**src/rtl/encrypt_config.sv**
```systemverilog
// Shared constants, lane payload type and bit-permutation helpers for the
// rotate/scramble cipher pipeline.
package encrypt_config;

  localparam int unsigned ALPHA_SIZE = 26;
  localparam int unsigned CHAR_W     = 8;
  localparam int unsigned SHIFT_W    = 5;
  localparam int unsigned PERM_IDX_W = 3;

  typedef logic [CHAR_W-1:0] lane_t;

  // Scrambled bit j takes rotated bit PERM[j]; element 0 is the rightmost entry.
  localparam logic [CHAR_W-1:0][PERM_IDX_W-1:0] PERM =
    {3'd4, 3'd3, 3'd6, 3'd1, 3'd7, 3'd0, 3'd5, 3'd2};

  // PERM_INV[k] is the scrambled bit that carries rotated bit k.
  localparam logic [CHAR_W-1:0][PERM_IDX_W-1:0] PERM_INV =
    {3'd3, 3'd5, 3'd1, 3'd7, 3'd6, 3'd0, 3'd4, 3'd2};

  function automatic lane_t scramble(input lane_t r);
    lane_t o;
    for (int j = 0; j < int'(CHAR_W); j++) begin
      o[PERM_IDX_W'(j)] = r[PERM[PERM_IDX_W'(j)]];
    end
    return o;
  endfunction

  function automatic lane_t unscramble(input lane_t s);
    lane_t o;
    for (int k = 0; k < int'(CHAR_W); k++) begin
      o[PERM_IDX_W'(k)] = s[PERM_INV[PERM_IDX_W'(k)]];
    end
    return o;
  endfunction

endpackage

```
**src/rtl/encrypt_lane_rotate.sv**
```systemverilog
// One-lane letter classifier and Caesar rotation; decrypt rotates by the
// complementary amount so both directions share one adder.
module encrypt_lane_rotate
  import encrypt_config::*;
(
  input  logic [7:0] char_in,
  input  logic [4:0] shift,
  input  logic       mode,
  output logic [7:0] char_out
);

  logic [SHIFT_W-1:0] amt;
  logic [5:0]         pos;

  always_comb begin
    amt      = shift;
    pos      = '0;
    char_out = char_in;
    if (!mode) begin
      amt = (shift == '0) ? '0 : SHIFT_W'(ALPHA_SIZE) - shift;
    end
    if (char_in >= 8'h41 && char_in <= 8'h5A) begin
      pos = 6'(char_in - 8'h41) + 6'(amt);
      if (pos >= 6'(ALPHA_SIZE)) pos = pos - 6'(ALPHA_SIZE);
      char_out = 8'h41 + 8'(pos);
    end else if (char_in >= 8'h61 && char_in <= 8'h7A) begin
      pos = 6'(char_in - 8'h61) + 6'(amt);
      if (pos >= 6'(ALPHA_SIZE)) pos = pos - 6'(ALPHA_SIZE);
      char_out = 8'h61 + 8'(pos);
    end
  end

endmodule

```
**src/rtl/encrypt_pipe_rotate_scramble.sv**
```systemverilog
// Two-stage rotate/scramble cipher pipeline with a writable key table.
// Define ENCRYPT_ROLL_KEY_EN for a rolling key pointer; otherwise all lanes use key[0].
module encrypt_pipe_rotate_scramble
  import encrypt_config::*;
#(
  parameter int unsigned LANES   = 1,
  parameter int unsigned KEY_LEN = 4
) (
  input  logic                       clk,
  input  logic                       rst,
  input  logic                       mode,
  input  logic                       in_valid,
  output logic                       in_ready,
  input  logic [8*LANES-1:0]         in_data,
  output logic                       out_valid,
  input  logic                       out_ready,
  output logic [8*LANES-1:0]         out_data,
  input  logic                       cfg_we,
  input  logic [$clog2(KEY_LEN)-1:0] cfg_idx,
  input  logic [4:0]                 cfg_shift,
  input  logic                       key_restart,
  output logic                       cfg_err
);

  localparam int unsigned IDX_W = $clog2(KEY_LEN);

  logic [KEY_LEN-1:0][SHIFT_W-1:0] key_tab;
  logic [LANES-1:0][SHIFT_W-1:0]   lane_shift;
  logic [8*LANES-1:0]              rot_data;
  logic [8*LANES-1:0]              scr_data;
  logic [8*LANES-1:0]              s1_data;
  logic                            s1_valid;
  logic                            s1_mode;
  logic                            s1_adv;
  logic                            accept;

  assign s1_adv   = !out_valid || out_ready;
  assign in_ready = !rst && (!s1_valid || s1_adv);
  assign accept   = in_valid && in_ready;

  // Key table; out-of-alphabet shifts are dropped and flagged.
  always_ff @(posedge clk or posedge rst) begin
    if (rst) begin
      key_tab <= '0;
      cfg_err <= 1'b0;
    end else if (cfg_we) begin
      if (cfg_shift <= SHIFT_W'(ALPHA_SIZE - 1)) key_tab[cfg_idx] <= cfg_shift;
      else                                       cfg_err          <= 1'b1;
    end
  end

`ifdef ENCRYPT_ROLL_KEY_EN
  logic [IDX_W-1:0] ptr;

  // Restart outranks advance; a coincident beat already used the old pointer.
  always_ff @(posedge clk or posedge rst) begin
    if (rst)              ptr <= '0;
    else if (key_restart) ptr <= '0;
    else if (accept)      ptr <= ptr + IDX_W'(LANES);
  end
`else
  logic [1:0] unused_cfg;
  assign unused_cfg = {key_restart, ^key_tab};
`endif

  for (genvar i = 0; i < LANES; i++) begin : g_lane
    logic [7:0] lane_in;

`ifdef ENCRYPT_ROLL_KEY_EN
    assign lane_shift[i] = key_tab[ptr + IDX_W'(i)];
`else
    assign lane_shift[i] = key_tab[0];
`endif
    assign lane_in = mode ? in_data[8*i +: 8] : unscramble(in_data[8*i +: 8]);

    encrypt_lane_rotate u_rotate (
      .char_in  (lane_in),
      .shift    (lane_shift[i]),
      .mode     (mode),
      .char_out (rot_data[8*i +: 8])
    );

    assign scr_data[8*i +: 8] = s1_mode ? scramble(s1_data[8*i +: 8]) : s1_data[8*i +: 8];
  end

  // Stage 1: rotated payload and direction.
  always_ff @(posedge clk or posedge rst) begin
    if (rst) begin
      s1_valid <= 1'b0;
      s1_mode  <= 1'b0;
      s1_data  <= '0;
    end else if (accept) begin
      s1_valid <= 1'b1;
      s1_mode  <= mode;
      s1_data  <= rot_data;
    end else if (s1_adv) begin
      s1_valid <= 1'b0;
    end
  end

  // Stage 2: scrambled output, held while downstream stalls.
  always_ff @(posedge clk or posedge rst) begin
    if (rst) begin
      out_valid <= 1'b0;
      out_data  <= '0;
    end else if (s1_adv) begin
      out_valid <= s1_valid;
      if (s1_valid) out_data <= scr_data;
    end
  end

endmodule

```
**config.mk**
```make
export PLATFORM = sky130hd
export DESIGN_NAME = encrypt_pipe_rotate_scramble
export DESIGN_NICKNAME = d
export VERILOG_FILES = /design/src/rtl/encrypt_config.sv /design/src/rtl/encrypt_lane_rotate.sv /design/src/rtl/encrypt_pipe_rotate_scramble.sv
export SDC_FILE = /design/constraint.sdc
export NUM_CORES = 1
export LEC_CHECK = 0
export BUFFER_PORTS_ARGS = -buffer_cell sky130_fd_sc_hd__buf_2
export CORE_MARGIN = 2
export CORE_UTILIZATION = 30
export DETAILED_ROUTE_END_ITERATION = 8
export PLACE_DENSITY = 0.53
export SLEW_MARGIN = 20
export SYNTH_ARGS = -nofsm -noshare
export SYNTH_HDL_FRONTEND = slang
export SYNTH_SLANG_ARGS = --single-unit
export TNS_END_PERCENT = 20
```
**constraint.sdc**
```tcl
create_clock -name clk -period 4 [get_ports clk]
set_clock_uncertainty 0.05 [all_clocks]
set_input_delay 0.4 -clock clk [delete_from_list [all_inputs] [get_ports clk]]
set_output_delay 0.4 -clock clk [all_outputs]
set_load 0.005 [all_outputs]
```
[Word-level counts from Yosys, hierarchy flattened]
Cells that the tools add are included.
Cells by class
  $add $sub $neg: 9
  order comparisons: 9
  mux-type cells: 16
  bitwise logic cells: 1
  reductions and logical operators: 15
Operator list (number)
  $mux 8: 4
  $mux 6: 5
  $bwmux 20: 1
  $add 7x6->8 const A: 2
  $ge 8x7->1 const B: 2
  $le 8x7->1 const B: 2
  $mux 5: 3
  $add 6x5->6: 2
  $ge 6x5->1 const B: 2
  $sub 6x5->6 const B: 2
  $demux 5 s2: 1
  $reduce_and 2->1: 3
  $sub 6x1->6 const B: 1
  $sub 6x6->6 const B: 1
  $le 5x5->1 const B: 1
  $logic_and 1x1->1: 5
  $logic_not 5->1: 1
  $sub 5x5->5 const A: 1
  $logic_not 1->1: 3
  $lt 2x3->1 const B: 1
  $ge 2x1->1 const B: 1
  $logic_or 1x1->1: 2
  $mux 1: 2
  $reduce_bool 2->1: 1
  $not 1->1: 1
Storage, ports and cells
  register bits: 40
  input bits: 22
  output and inout port bits: 11
  logic and storage cells: 60

[Depth between registers and ports, before layout]
Gate-level depths: netlist (run 1).
  depth in word-level cells: 11
  mapped depth: 22
  depth with buffers taken out: 21

[Hierarchy]
A second synthesis (run 1) with hierarchy kept.
Unflattened totals
  cells, all modules: 265
  area total of the unflattened synthesis: 2387.3 sq um
Modules (own cells, without submodules)
  encrypt_lane_rotate: times used 1, cells an instance 181, area an instance 1251.2 sq um
  encrypt_pipe_rotate_scramble: times used 1, cells an instance 84, area an instance 1136.1 sq um

[Worst setup path before layout (run 1)]
Ideal clock, no wire load.
  path type: in2reg
  from: input port mode
  to: register s1_data[6]
  setup time: 0.082 ns
  arrival time: 4.150 ns
  required time: 3.868 ns
  path slack: -0.282 ns
  stages: 20
  buffers on the path: 3
  cells stage by stage: buf_4 -> clkbuf_1 -> nor3_1 -> a21oi_1 -> ha_1 -> inv_1 -> ha_1 -> fa_1 -> o21ai_0 -> a2111oi_2 -> or2_1 -> buf_4 -> nor2_1 -> xnor2_1 -> ha_1 -> nand2b_1 -> a21oi_1 -> o211a_1 -> or3b_2 -> a31oi_1
On the way
  word-level cells in the longest chain between the ends: 10
RTL lines
  start: declaration: line encrypt_pipe_rotate_scramble.sv:11  | input logic mode,
  $mux 8: line encrypt_pipe_rotate_scramble.sv:74  | assign lane_in = mode ? in_data[8*i +: 8] : unscramble(in_data[8*i +: 8]);
  $sub 6x6->6: line encrypt_lane_rotate.sv:27  | pos = 6'(char_in - 8'h61) + 6'(amt);
  $add 6x5->6: line encrypt_lane_rotate.sv:27
  $sub 6x5->6 / $ge 6x5->1 (equally long branches): line encrypt_lane_rotate.sv:28  | if (pos >= 6'(ALPHA_SIZE)) pos = pos - 6'(ALPHA_SIZE);
  $mux 6: line encrypt_lane_rotate.sv:28
  $mux 6: line encrypt_lane_rotate.sv:26  | end else if (char_in >= 8'h61 && char_in <= 8'h7A) begin
  $mux 6: line encrypt_lane_rotate.sv:22  | if (char_in >= 8'h41 && char_in <= 8'h5A) begin
  $add 7x6->8: line encrypt_lane_rotate.sv:29  | char_out = 8'h61 + 8'(pos);
  $mux 8: line encrypt_lane_rotate.sv:26
  $mux 8 *: line encrypt_lane_rotate.sv:22
  end signal: assignment: line encrypt_pipe_rotate_scramble.sv:95  | s1_data <= rot_data;
  end: declaration: line encrypt_pipe_rotate_scramble.sv:31  | logic [8*LANES-1:0] s1_data;
Mark *: on every way between the ends. The rest lies on a longest branch, timed or not. The select of a mux whose other input is x is not followed.
A chain may end at the register's enable or synchronous reset.

[Worst setup path after layout (run 1)]
  from: register key_tab (netlist bit lane_shift[0])
  to: register s1_data[4]
On the way
  word-level cells in the longest chain between the ends: 11
RTL lines
  start: declaration: line encrypt_pipe_rotate_scramble.sv:27  | logic [KEY_LEN-1:0][SHIFT_W-1:0] key_tab;
  start signal: indexed assignment: line encrypt_pipe_rotate_scramble.sv:47  | if (cfg_shift <= SHIFT_W'(ALPHA_SIZE - 1)) key_tab[cfg_idx] <= cfg_shift;
  $sub 5x5->5 / $logic_not 5->1 (equally long branches): line encrypt_lane_rotate.sv:20  | amt = (shift == '0) ? '0 : SHIFT_W'(ALPHA_SIZE) - shift;
  $mux 5: line encrypt_lane_rotate.sv:20
  $mux 5 *: line encrypt_lane_rotate.sv:19  | if (!mode) begin
  $add 6x5->6: line encrypt_lane_rotate.sv:27
  $sub 6x5->6 / $ge 6x5->1 (equally long branches): line encrypt_lane_rotate.sv:28
  $mux 6: line encrypt_lane_rotate.sv:28
  $mux 6: line encrypt_lane_rotate.sv:26
  $mux 6: line encrypt_lane_rotate.sv:22
  $add 7x6->8: line encrypt_lane_rotate.sv:29
  $mux 8: line encrypt_lane_rotate.sv:26
  $mux 8 *: line encrypt_lane_rotate.sv:22
Marks and branches as above.

==> results.sh, run 1 <==
export IMPL_status="complete, but fails checks"
export IMPL_violations="negative setup slack"
export IMPL_grt_pass1_wl_um=9580
export IMPL_synth_warnings=0
export IMPL_ff2ff_path_depth=20
export IMPL_leakagePower_nw=1.32
export IMPL_synth_edff_count=0
export IMPL_avgSynthCellArea_um2=8.08
export IMPL_cts_clk_slew_worst_paths_ns=0.09
export IMPL_max_stage_delay_ns=0.62
export IMPL_setup_violations=3
export IMPL_viasPerCell=4.94
export IMPL_syn_cell_area_um2=2200
export IMPL_path_cells="inv_2 > ha_4 > nand3_4 > nor2_4 > nor3_2 > a21oi_1 > ha_1 > inv_2 > ha_4 > fa_2 > o21ai_4 > a2111oi_4 > or2_4 > nor2_4 > xnor2_2 > ha_2 > inv_2 > or4b_4 > a221oi_2 > o32a_1"
export IMPL_syn_inst=273
export IMPL_ctsLongestPathBuffers=2
export IMPL_die_y_um=89.7
export IMPL_tightestPinTransition_ns=0.934
export IMPL_yosys_area_top_type_share=0.284
export IMPL_nets=375
export IMPL_cts_tree="yes"
export IMPL_synth_cell_types=56
export IMPL_finalPower_mw=2.15
export IMPL_vias=2153
export IMPL_syn2layout_area_growth_pct=33.1
export IMPL_post_route_period_util=1.04
export IMPL_peakVddDrop_mv=0.455
export IMPL_drive_gt1_frac=0.326
export IMPL_worst_setup_path_start_kind="flop"
export IMPL_slowest_stage="fa_2"
export IMPL_io_pins=33
export IMPL_overflow=0
export IMPL_critPathMaxFanout=4
export IMPL_place_area_um2=2730
export IMPL_cts_buffers=3
export IMPL_core_area_um2=7180
export IMPL_yosysMostFrequentCell="nand2_1"
export IMPL_crit_type="reg -> reg"
export IMPL_cts_max_level=1
export IMPL_cp_common_cell="inv_2"
export IMPL_ys_ff_latch=25
export IMPL_yosys_area_top_type="dfrtp_1"
export IMPL_synth_fp_nets=310
export IMPL_fillers=751
export IMPL_dr_pass1_iters=4
export IMPL_maxCapViolations=0
export IMPL_grt_use_total=0.142
export IMPL_synth_area_top_cells="dfrtp_1 (28%), ha_1 (7.9%), o21ai_0 (5.0%), nand2_1 (4.9%), a21oi_1 (4.3%)"
export IMPL_synth_common_cells="nand2_1 (29), dfrtp_1 (25), nor2_1 (24)"
export IMPL_rows=31
export IMPL_dieArea_um2=8050
export IMPL_finalWorstSetupSlack_ns=-0.167
export IMPL_crit_arrival_ns=4.33
export IMPL_drv_slew=0
export IMPL_hp_class="in -> async"
export IMPL_hold_violations=0
export IMPL_power_density_nw_per_um2=731
export IMPL_grt_pass1_vias=2048
export IMPL_drt_total_wl_um=5740
export IMPL_initial_core_util=0.307
export IMPL_stdcell_area_um2=2930
export IMPL_place_congestion=0.855
export IMPL_grt_max_degree=26
export IMPL_clk_insertion_delay_late_ns=0.27
export IMPL_drc_errors=0
export IMPL_synthArstFlopShare=1.00
export IMPL_initialDrtViolationCount=83
export IMPL_die_w_um=89.7
export IMPL_antenna_found_initial=0
export IMPL_numClockSinks=25
export IMPL_synthFlopType="dfrtp_1"
export IMPL_n_antenna_cell=0
export IMPL_max_freq_ghz=0.240
export IMPL_timing_slew_headroom=0.377
export IMPL_rsz0062_at_grt="yes"
export IMPL_numPortBuffers=31
export IMPL_crit_required_ns=4.16
export IMPL_post_drt_wl_per_cell_um=13.2
export IMPL_ys_seq_area_frac=0.284
export IMPL_fin_crit_ns=4.17
export IMPL_drtAntennaViolNets=0
export IMPL_endpoint_kind="flop"
export IMPL_cts_root_buffer="clkbuf_8"
export IMPL_dpl_hpwl_um=4500
-- per-layer routing --
layer,vias up,track usage,share of wire
li1,1117,-,-
met1,983,0.209,0.50
met2,47,0.218,0.45
met3,6,0.00838,0.034
met4,0,0.0577,0.016
met5,-,0,0
-- cells in the final DEF, fill, tap and decap left out, types with 2 or more instances in the layout --
cell type	count
buf_4	40
buf_2	31
nand2_1	29
dfrtp_1	25
nor2_1	21
o21ai_0	20
a21oi_1	19
inv_1	17
nor3_1	14
nand2b_1	10
nand3_1	9
ha_1	9
mux2i_1	8
a21boi_1	5
mux2_2	4
o211ai_1	3
or4_1	3
nor2_4	3
o211a_1	3
o311ai_1	3
inv_2	3
ha_2	3
clkbuf_8	3
nor2b_1	2
a2111oi_4	2
a21o_1	2
a211oi_2	2
or3_1	2
o21a_1	2
o32a_1	2
o31ai_1	2
o21bai_1	2
ha_4	2
-- power breakdown --
part	switching (mW)	internal, mW
combinational	0.869	0.784
sequential	0.0390	0.304
clock	0.0795	0.0704
total	0.987	1.16
-- final cells by class --
cell class                 instances  area, µm²  share of cell area
multi-input combinational        217       1610               0.547
sequential                        25        626               0.213
timing repair buffer              71        455               0.155
tap                               99        124              0.0422
inverter                          20       75.1              0.0256
clock buffer                       3       41.3              0.0141
clock inverter                     1       7.51             0.00256
-- cell families (layout without fill, tap and decap cells) --
kind of cell    count (synthesis)  count (layout)  share of synthesized area
simple gates                  106             106                      0.241
compound gates                 80              80                      0.252
buf+inv                        31              95                     0.0590
flops                          25              25                      0.284
fa+ha+maj                      15              15                     0.0885
mux                            12              12                     0.0568
xor+xnor                        4               4                     0.0193
-- worst paths after layout --
kind | start | to | slack [ns]
min reg2reg | out_data[4] | out_data[4] | 0.43
max reg2reg | lane_shift[0] | s1_data[4] | -0.17
min | rst | s1_data[2] | 0.29
max in group asynchronous | rst | out_data[2] | 3.04
min in group clk | cfg_shift[0] | lane_shift[0] | 0.32
max | lane_shift[0] | s1_data[4] | -0.17
-- state kept, by name (all words and copies together) (netlist names) --
register	cells
cfg_err	1
lane_shift	5
out_data	8
out_valid	1
s1_data	8
s1_mode	1
s1_valid	1
-- worst max-delay path: cells and delay by family, from the launching register on --
kind | cells | cell delay (ns)
DFF | 1 | 0.43
xor gates and xnor gates | 1 | 0.17
and+or+nand+nor | 6 | 0.99
adders and majority gates | 5 | 1.47
AOI/OAI and AO/OA | 5 | 0.85
buffers and inverters | 3 | 0.15
-- stage by stage --
stage	hold slack [ns]	std cells	util	setup slack, ns	setup TNS, ns
floorplan	0.377	273	-	0.00376	0
global placement	0.408	427	0.381	-0.0967	-0.161
detailed placement	0.416	427	0.381	-0.166	-0.272
CTS	0.315	432	0.394	-0.107	-0.146
global route	0.310	436	0.409	-0.351	-1.41
finish	0.292	436	0.409	-0.167	-0.251
-- repair_timing --
| item | in CTS | in global routing |
|---|---|---|
| pin swaps | 3 | 16 |
| gates cloned | 0 | 0 |
| resized for setup | 5 | 23 |
| setup endpoints to repair | 2 | 7 |
| hold buffers | 0 | 0 |
| setup buffers | 1 | 4 |
Note: power is estimated with default switching activity, not from simulation.
==> inputs of run 2 (changes only) <==
Settings changed: REMOVE_ABC_BUFFERS set to 1.
==> results.sh, run 2 (synthesis gave the netlist of run 1 again) <==
export IMPL_nets=379
export IMPL_viasPerCell=4.94
export IMPL_max_stage_delay_ns=0.59
export IMPL_tightestPinTransition_ns=0.929
export IMPL_maxCapViolations=0
export IMPL_grt_max_degree=26
export IMPL_crit_buf_inv=5
export IMPL_slowest_stage="fa_2"
export IMPL_endpoint_kind="flop"
export IMPL_dieArea_um2=8050
export IMPL_finalWorstSetupSlack_ns=-0.0555
export IMPL_peakVddDrop_mv=0.308
export IMPL_fin_util=0.428
export IMPL_path_cells="buf_4 > buf_4 > ha_4 > nand2b_4 > nor3_2 > a21oi_2 > ha_1 > inv_2 > fa_2 > buf_6 > nor2_4 > a2111oi_4 > or2_4 > nor2_4 > xnor2_2 > ha_2 > inv_2 > or4b_4 > a221oi_4 > o32a_1"
export IMPL_core_area_um2=7180
export IMPL_n_antenna_cell=0
export IMPL_critical_path_top_delay_family="adder cells"
export IMPL_drc_errors=0
export IMPL_finalPower_mw=2.29
export IMPL_grt_pass1_vias=2061
export IMPL_crit_arrival_ns=4.21
export IMPL_numClockSinks=25
export IMPL_layout_common_cells="buf_4 (43), buf_2 (31), nand2_1 (28)"
export IMPL_grt_use_total=0.141
export IMPL_ctsLongestPathBuffers=2
export IMPL_hold_violations=0
export IMPL_syn2layout_area_growth_pct=39.3
export IMPL_dr_pass1_iters=4
export IMPL_place_congestion=0.849
export IMPL_numPortBuffers=31
export IMPL_final_common_cell="buf_4"
export IMPL_fillers=734
export IMPL_grt_pass1_wl_um=9780
export IMPL_max_freq_ghz=0.247
export IMPL_worst_setup_path_start_kind="flop"
export IMPL_drive_gt1_frac=0.393
export IMPL_post_route_period_util=1.01
export IMPL_overflow=0
export IMPL_power_density_nw_per_um2=747
export IMPL_fin_crit_ns=4.06
export IMPL_initial_core_util=0.307
export IMPL_antenna_found_initial=0
export IMPL_violations="negative setup slack"
export IMPL_cts_max_level=1
export IMPL_io_pins=33
export IMPL_vias=2172
export IMPL_crit_type="reg -> reg"
export IMPL_hp_class="in -> async"
export IMPL_post_drt_wl_per_cell_um=13.5
export IMPL_drv_slew=0
export IMPL_drtAntennaViolNets=0
export IMPL_drt_total_wl_um=5950
export IMPL_die_y_um=89.7
export IMPL_leakagePower_nw=1.34
export IMPL_status="complete, but fails checks"
export IMPL_rsz0062_at_grt="yes"
export IMPL_crit_required_ns=4.15
export IMPL_setup_violations=2
export IMPL_cts_clk_slew_worst_paths_ns=0.08
export IMPL_cts_tree="yes"
export IMPL_dpl_hpwl_um=4460
export IMPL_clk_insertion_delay_late_ns=0.26
export IMPL_cts_root_buffer="clkbuf_8"
export IMPL_cts_buffers=3
export IMPL_ff2ff_setup_slack_ns=-0.06
export IMPL_die_w_um=89.7
export IMPL_initialDrtViolationCount=97
export IMPL_critPathMaxFanout=3
export IMPL_timing_slew_headroom=0.380
export IMPL_rows=31
-- run 2: per-layer routing --
metal / GRT usage / vias to the layer above / part of all wire
met5: 0 / - / 0
met4: 0.0192 / 0 / 0.0032
met3: 0.0109 / 2 / 0.016
met2: 0.244 / 26 / 0.50
met1: 0.199 / 1016 / 0.48
li1: - / 1128 / -
-- run 2: path summary, 6_finish.rpt --
path | startpoint | to | depth (start not counted)
max | lane_shift[1] | s1_data[4] | 20
min | rst | s1_valid | 2
max reg2reg | lane_shift[1] | s1_data[4] | 20
min reg2reg | out_data[1] | out_data[1] | 2
max in group asynchronous | rst | out_data[1] | 2
min in group clk | cfg_shift[0] | lane_shift[0] | 2
-- run 2: area by class of cell --
class | instances | area [µm²] | area share
Tap cell | 99 | 124 | 0.0403
Multi-Input combinational cell | 217 | 1710 | 0.558
Sequential cell | 25 | 626 | 0.204
Inverter | 20 | 75.1 | 0.0244
Timing Repair Buffer | 75 | 489 | 0.159
Clock buffer | 4 | 45.0 | 0.0147
-- run 2: timing repair --
item | 4_1_cts | 5_1_grt
endpoints found under the setup margin | 4 | 7
pin swaps | 19 | 26
gates resized for setup | 22 | 39
buffers inserted | 5 | 4
hold buffers | 0 | 0
-- run 2: worst register-to-register path, stage by stage (launching register included) --
cell,delay [ns]
dfrtp_1,0.37
buf_4,0.11
buf_4,0.12
ha_4,0.15
nand2b_4,0.06
nor3_2,0.19
a21oi_2,0.06
ha_1,0.29
inv_2,0.05
fa_2,0.59
buf_6,0.11
nor2_4,0.04
a2111oi_4,0.24
or2_4,0.23
nor2_4,0.04
xnor2_2,0.12
ha_2,0.21
inv_2,0.04
or4b_4,0.52
a221oi_4,0.24
o32a_1,0.18
-- run 2: report_power, final --
group          leakage (nW)  switching [mW]  internal, mW
Clock                0.0228          0.0742        0.0710
Combinational          1.01           0.958         0.853
Sequential            0.303          0.0352         0.304
-- run 2: metrics by stage --
stage          cell area (µm²)  worst slack [ns]  std cells  hold slack [ns]  TNS, ns
2_1_floorplan             2150            -0.226        262            0.377   -0.405
4_1_cts                   2870            -0.188        436            0.315   -0.374
3_3_place_gp              2690            -0.172        427            0.407   -0.393
3_5_place_dp              2690            -0.274        427            0.416   -0.667
6_report                  3070           -0.0555        440            0.293  -0.0711
5_1_grt                   3070            -0.312        440            0.306    -1.00
